### config.mk
export PLATFORM = sky130hd
export DESIGN_NAME = mem_access_stage
export DESIGN_NICKNAME = d
export VERILOG_FILES = /design/src/rtl/mem_access_stage.sv
export SDC_FILE = /design/constraint.sdc
export NUM_CORES = 1
export LEC_CHECK = 0
export BUFFER_PORTS_ARGS = -buffer_cell sky130_fd_sc_hd__buf_2
export CAP_MARGIN = 30
export CORE_AREA = 2 2 147 149
export CTS_CLUSTER_DIAMETER = 200
export CTS_CLUSTER_SIZE = 25
export DETAILED_ROUTE_END_ITERATION = 6
export DIE_AREA = 0 0 149 151
export PLACE_DENSITY_LB_ADDON = 0.08
export SYNTH_ARGS = -nofsm -noshare
export SYNTH_HDL_FRONTEND = slang
export SYNTH_SLANG_ARGS = --single-unit
### constraint.sdc
create_clock -name clk_Mem -period 3.7 [get_ports clk_Mem]
set_clock_uncertainty 0.05 [all_clocks]
set_input_delay 0 -clock clk_Mem [delete_from_list [all_inputs] [get_ports clk_Mem]]
set_output_delay 0 -clock clk_Mem [all_outputs]
set_load 0.02 [all_outputs]
### src/rtl/mem_access_stage.sv
// ============================================================================
//  Module   : mem_access_stage
//  Purpose  : MEM stage of the 5-stage pipeline. Resolves branch/jump
//             redirection for IF and performs the data-memory access over a
//             req/ack handshake. Holds the upstream pipeline with a stall
//             while an access is outstanding. Contains the MEM/WB register.
//             All registers update on the falling edge of clk_Mem.
//  Options  : MEM_TIMEOUT_EN - when defined, an access that waits TIMEOUT-1
//             falling edges without ack is aborted and err_out_Mem is set.
//  Revision : 1.0 - initial release
// ============================================================================
`default_nettype none

module mem_access_stage #(
  parameter int TIMEOUT = 16
) (
  input  logic        clk_Mem,
  input  logic        rst_Mem,
  // EX/MEM register contents
  input  logic [31:0] PC_in_Mem,
  input  logic [31:0] PC4_in_Mem,
  input  logic [31:0] ALU_in_Mem,
  input  logic [31:0] Rs2_in_Mem,
  input  logic [4:0]  Rd_addr_in_Mem,
  input  logic        zero_in_Mem,
  input  logic        MemRW_in_Mem,
  input  logic        Jump_in_Mem,
  input  logic        RegWrite_in_Mem,
  input  logic [1:0]  Branch_in_Mem,
  input  logic [1:0]  MemtoReg_in_Mem,
  // IF redirection and pipeline hold
  output logic        PCSrc_out_Mem,
  output logic [31:0] PC_target_out_Mem,
  output logic        stall_out_Mem,
  // data-memory handshake
  output logic        dmem_req,
  output logic        dmem_we,
  output logic [31:0] dmem_addr,
  output logic [31:0] dmem_wdata,
  input  logic [31:0] dmem_rdata,
  input  logic        dmem_ack,
  // sticky status
  output logic        misalign_out_Mem,
  output logic        err_out_Mem,
  // MEM/WB register
  output logic [31:0] ALU_out_MemWB,
  output logic [31:0] MDR_out_MemWB,
  output logic [31:0] PC4_out_MemWB,
  output logic [4:0]  Rd_addr_out_MemWB,
  output logic [1:0]  MemtoReg_out_MemWB,
  output logic        RegWrite_out_MemWB
);

  localparam logic [0:0] S_IDLE = 1'b0;
  localparam logic [0:0] S_WAIT = 1'b1;

  // Reject out-of-range configurations at elaboration.
  if (TIMEOUT < 2 || TIMEOUT > 255) begin : g_timeout_range_bad
    $error("mem_access_stage: TIMEOUT must be within 2..255");
  end

  logic [0:0] r_state;
  logic [0:0] w_state_next;
  logic       w_is_load;
  logic       w_mem_op;
  logic       w_misaligned;
  logic       w_timeout_hit;
  logic       w_stall;
  logic       w_load_done;

  assign w_is_load    = (MemtoReg_in_Mem == 2'b01);
  assign w_mem_op     = w_is_load | MemRW_in_Mem;
  assign w_misaligned = w_mem_op & (ALU_in_Mem[1:0] != 2'b00);

  // Redirection depends only on the EX/MEM contents, so it stays valid
  // through stall cycles because EX/MEM is frozen.
  assign PCSrc_out_Mem = Jump_in_Mem
                       | ((Branch_in_Mem == 2'b01) &  zero_in_Mem)
                       | ((Branch_in_Mem == 2'b10) & ~zero_in_Mem);
  assign PC_target_out_Mem = PC_in_Mem;

  // Address, data and direction come straight from the frozen EX/MEM stage.
  assign dmem_addr  = ALU_in_Mem;
  assign dmem_wdata = Rs2_in_Mem;
  assign dmem_we    = MemRW_in_Mem;

  assign w_stall       = dmem_req & ~dmem_ack & ~w_timeout_hit;
  assign w_load_done   = dmem_req & dmem_ack & w_is_load;
  assign stall_out_Mem = w_stall;

`ifdef MEM_TIMEOUT_EN
  localparam logic [7:0] C_TIMEOUT_LAST = 8'(TIMEOUT - 1);

  logic [7:0] r_wait_cnt;
  logic       r_err;

  // Count falling edges spent waiting for ack; cleared whenever not stalled.
  always_ff @(negedge clk_Mem or posedge rst_Mem) begin
    if (rst_Mem) begin
      r_wait_cnt <= 8'd0;
    end else if (w_stall) begin
      r_wait_cnt <= r_wait_cnt + 8'd1;
    end else begin
      r_wait_cnt <= 8'd0;
    end
  end

  // A late ack still wins; the abort only fires in a cycle without ack.
  assign w_timeout_hit = (r_state == S_WAIT) & ~dmem_ack
                       & (r_wait_cnt == C_TIMEOUT_LAST);

  // Sticky timeout flag.
  always_ff @(negedge clk_Mem or posedge rst_Mem) begin
    if (rst_Mem) begin
      r_err <= 1'b0;
    end else if (w_timeout_hit) begin
      r_err <= 1'b1;
    end
  end

  assign err_out_Mem = r_err;
`else
  assign w_timeout_hit = 1'b0;
  assign err_out_Mem   = 1'b0;
`endif

  // Handshake state register.
  always_ff @(negedge clk_Mem or posedge rst_Mem) begin
    if (rst_Mem) begin
      r_state <= S_IDLE;
    end else begin
      r_state <= w_state_next;
    end
  end

  // Enter WAIT on an unacknowledged request; leave on ack or abort.
  always_comb begin
    w_state_next = r_state;
    case (r_state)
      S_IDLE:  if (w_stall) w_state_next = S_WAIT;
      S_WAIT:  if (dmem_ack || w_timeout_hit) w_state_next = S_IDLE;
      default: w_state_next = S_IDLE;
    endcase
  end

  // Request generation; reset removes the request immediately.
  always_comb begin
    dmem_req = 1'b0;
    if (!rst_Mem) begin
      case (r_state)
        S_IDLE:  dmem_req = w_mem_op & ~w_misaligned;
        S_WAIT:  dmem_req = 1'b1;
        default: dmem_req = 1'b0;
      endcase
    end
  end

  // Sticky misaligned-access flag.
  always_ff @(negedge clk_Mem or posedge rst_Mem) begin
    if (rst_Mem) begin
      misalign_out_Mem <= 1'b0;
    end else if (w_misaligned) begin
      misalign_out_Mem <= 1'b1;
    end
  end

  // MEM/WB register: bubble while stalled, otherwise capture the instruction
  // with register write suppressed for misaligned or aborted accesses.
  always_ff @(negedge clk_Mem or posedge rst_Mem) begin
    if (rst_Mem) begin
      ALU_out_MemWB      <= 32'd0;
      MDR_out_MemWB      <= 32'd0;
      PC4_out_MemWB      <= 32'd0;
      Rd_addr_out_MemWB  <= 5'd0;
      MemtoReg_out_MemWB <= 2'b00;
      RegWrite_out_MemWB <= 1'b0;
    end else if (w_stall) begin
      ALU_out_MemWB      <= 32'd0;
      MDR_out_MemWB      <= 32'd0;
      PC4_out_MemWB      <= 32'd0;
      Rd_addr_out_MemWB  <= 5'd0;
      MemtoReg_out_MemWB <= 2'b00;
      RegWrite_out_MemWB <= 1'b0;
    end else begin
      ALU_out_MemWB      <= ALU_in_Mem;
      MDR_out_MemWB      <= w_load_done ? dmem_rdata : 32'd0;
      PC4_out_MemWB      <= PC4_in_Mem;
      Rd_addr_out_MemWB  <= Rd_addr_in_Mem;
      MemtoReg_out_MemWB <= MemtoReg_in_Mem;
      RegWrite_out_MemWB <= RegWrite_in_Mem & ~w_misaligned & ~w_timeout_hit;
    end
  end

endmodule

`default_nettype wire

==> results_dict.tcl <==
set metrics [dict create \
    clkTransAtPathRegs_ps 50 \
    yosysMostFrequentCell "dfrtn_1" \
    drv_slew 0 \
    start_util_pct 20.8 \
    vias 3224 \
    ys_types 23 \
    yosys-top-cells-count "dfrtn_1 (106), buf_4 (98), and3_1 (69), and2_1 (34), buf_6 (10)" \
    critPathSlowestCell "dfrtn_1" \
    required_ps 3650 \
    grtUsageTotal_pct 12.2 \
    cp.arrival_ps 3150 \
    die_h_um 151 \
    fp.dieArea_sq_um 22500 \
    drc 0 \
    setup_violations 0 \
    die_x_um 149 \
    hp-start "ALU_in_Mem[27]" \
    ant_nets 0 \
    tns_ps 0 \
    gr-usage-met1_pct 13.8 \
    grt_pass1_vias 3353 \
    path_cells "inv_1 -> a211oi_1 -> buf_2" \
    synth_top_area_share_pct 61.3 \
    area_delta_synth_final_pct 40.1 \
    nets 742 \
    layout-drive-gt1-share_pct 48.9 \
    startpoint "r_state$_DFF_NP0_" \
    crit_fanout 5 \
    synthTopCellsByArea "dfrtn_1 (61%), buf_4 (17%), and3_1 (10%)" \
    clock_latency_ps 350 \
    r2r-start "r_state$_DFF_NP0_" \
    cts_root_buf "clkbuf_16" \
    place_area_sq_um 5100 \
    p_leak_uw 0.00325 \
    place_ws_ps 329 \
    timing.slew.headroom_pct 43.3 \
    finalHoldViolCount 0 \
    whs_ps 181 \
    grt_max_degree 72 \
    max-clock-path-buffers 2 \
    synth_area_leader_cell "dfrtn_1" \
    tritoncts "built" \
    dr.pass1.iters 4 \
    syn_inst 350 \
    min_path_type "in2out" \
    rsz0062_at_grt "false" \
    yosys_register_bits 106 \
    p_total_uw 2690 \
    syn-num-nets 526 \
    synth_warnings 0 \
    core_sq_um 20800 \
    r2r_slack_ps 1920 \
    synth-seq-area-share_pct 61.3 \
    io_buffers 252 \
    grt_overflow 0 \
    wire_per_inst_um 17.2 \
    finalInstanceArea_sq_um 6060 \
    wl_mm 14.6 \
    io_pins 382 \
    synth_edf_count 0 \
    busiest_layer "met2" \
    htree_levels 3 \
    start_kind "register" \
    grt_pass1_wl_mm 20.2 \
    row_count 53 \
    drtIter0Drc 111 \
    tightest_slew_ps 850 \
    netlist_area_sq_um 4330 \
    power_density_nw_per_um2 445 \
    cts_sinks 106 \
    post_cts_buffers 0 \
    endpoint_kind "output port" \
    cts-buffers-inserted 9 \
    setup_ws_ps 499 \
    status "complete, no violations" \
    async_flop_share_pct 100 \
    place_hpwl_mm 10.6 \
    vias_per_cell 3.80 \
    met2_usage_pct 21.7 \
    antenna_found_initial 6 \
    ys.flop_type "dfrtn_1" \
    drv_cap 0 \
    routabilityCongestion 0.725 \
    crit_type "reg2out" \
    met3_usage_pct 4.61 \
    n_fill_cell 2215 \
    max_stage_delay_ps 410 \
    peakVddDrop_uv 170 \
    syn_avg_cell_area_sq_um 12.4 \
]
per-stage QoR:
step                      cells  util, %
after floorplan             350        -
after global placement      766     24.5
after detailed placement    766     24.5
after CTS                   846     29.1
after global routing        848     29.1
final                       848     29.1
power by group:
group	internal [uW]	switching, uW
registers	1220	14.1
logic	169	271
clock network	553	466
total	1940	751
layout by cell type (no fill, tap or decap):
cell / netlist / final
a211o_1: 1 / 1
a211oi_1: 1 / 1
a21oi_1: 3 / 3
and2_1: 34 / 34
and3_1: 69 / 69
buf_2: 0 / 252
buf_4: 98 / 5
bufinv_16: 0 / 1
clkbuf_16: 0 / 9
clkbuf_8: 0 / 1
clkinv_2: 0 / 1
clkinvlp_4: 0 / 2
conb_1: 1 / 1
dfrtn_1: 106 / 106
diode_2: 0 / 2
dlygate4sd3_1: 0 / 64
inv_1: 3 / 2
inv_6: 0 / 2
inv_8: 0 / 1
nand2_1: 1 / 1
nand2b_1: 1 / 1
nand4_1: 1 / 1
nor2_1: 3 / 3
nor2b_2: 1 / 1
nor4_2: 1 / 1
o2111a_1: 1 / 1
o211ai_1: 1 / 1
o21ai_0: 3 / 3
o21ai_4: 0 / 1
or2_2: 1 / 1
or3_2: 0 / 1
final timing paths:
| check | end | cells past startpoint |
|---|---|---|
| worst max-delay path | stall_out_Mem | 3 |
| worst min-delay path | dmem_addr[27] | 2 |
| worst max register to register | ALU_out_MemWB[22]$_DFF_NP0_ | 4 |
| worst min register to register | misalign_out_Mem$_DFFE_NP0P_ | 1 |
| max in group asynchronous | MDR_out_MemWB[22]$_DFF_NP0_ | 3 |
| min in group asynchronous | Rd_addr_out_MemWB[3]$_DFF_NP0_ | 3 |
metal layers:
metal / part of all wire, % / up-vias
met5: 0.39 / -
met4: 0.91 / 8
met3: 10 / 18
met2: 51 / 205
met1: 37 / 1524
li1: - / 1469
critical path: cells and delay by family (launching register included):
| kind | cells | cell delay, ps |
|---|---|---|
| AO/OA/AOI/OAI | 1 | 230 |
| buffers and inverters | 2 | 310 |
| flip-flops | 1 | 410 |
logic make-up after synthesis:
kind of cell / after synthesis / synth area share, %
AO/OA/AOI/OAI: 11 / 1.71
buffers and inverters: 119 / 20.6
flip-flops: 106 / 61.3
other: 1 / 0.0867
AND/OR/NAND/NOR: 113 / 16.3
final cells by class:
| class | instances | area, sq um | share of cell area, % |
|---|---|---|---|
| Antenna cell | 2 | 5.00 | 0.0826 |
| Clock inverter | 6 | 71.3 | 1.18 |
| Clock buffer | 10 | 239 | 3.94 |
| Tap cell | 275 | 344 | 5.68 |
| Multi-Input combinational cell | 125 | 792 | 13.1 |
| Timing Repair Buffer | 321 | 1940 | 32.0 |
| Sequential cell | 106 | 2650 | 43.8 |
| Inverter | 3 | 15.0 | 0.248 |
repair_timing:
item / 4_1_cts / 5_1_grt
gates resized for setup: 0 / 0
hold buffers: 64 / 0
hold endpoints to repair: 64 / 0
flip-flops by register name, indices dropped and copies added, names as in the netlist:
name / count
ALU_out_MemWB: 32
MDR_out_MemWB: 32
MemtoReg_out_MemWB: 2
PC4_out_MemWB: 32
Rd_addr_out_MemWB: 5
RegWrite_out_MemWB: 1
misalign_out_Mem: 1
r_state: 1
(Power assumes the default switching activity.)
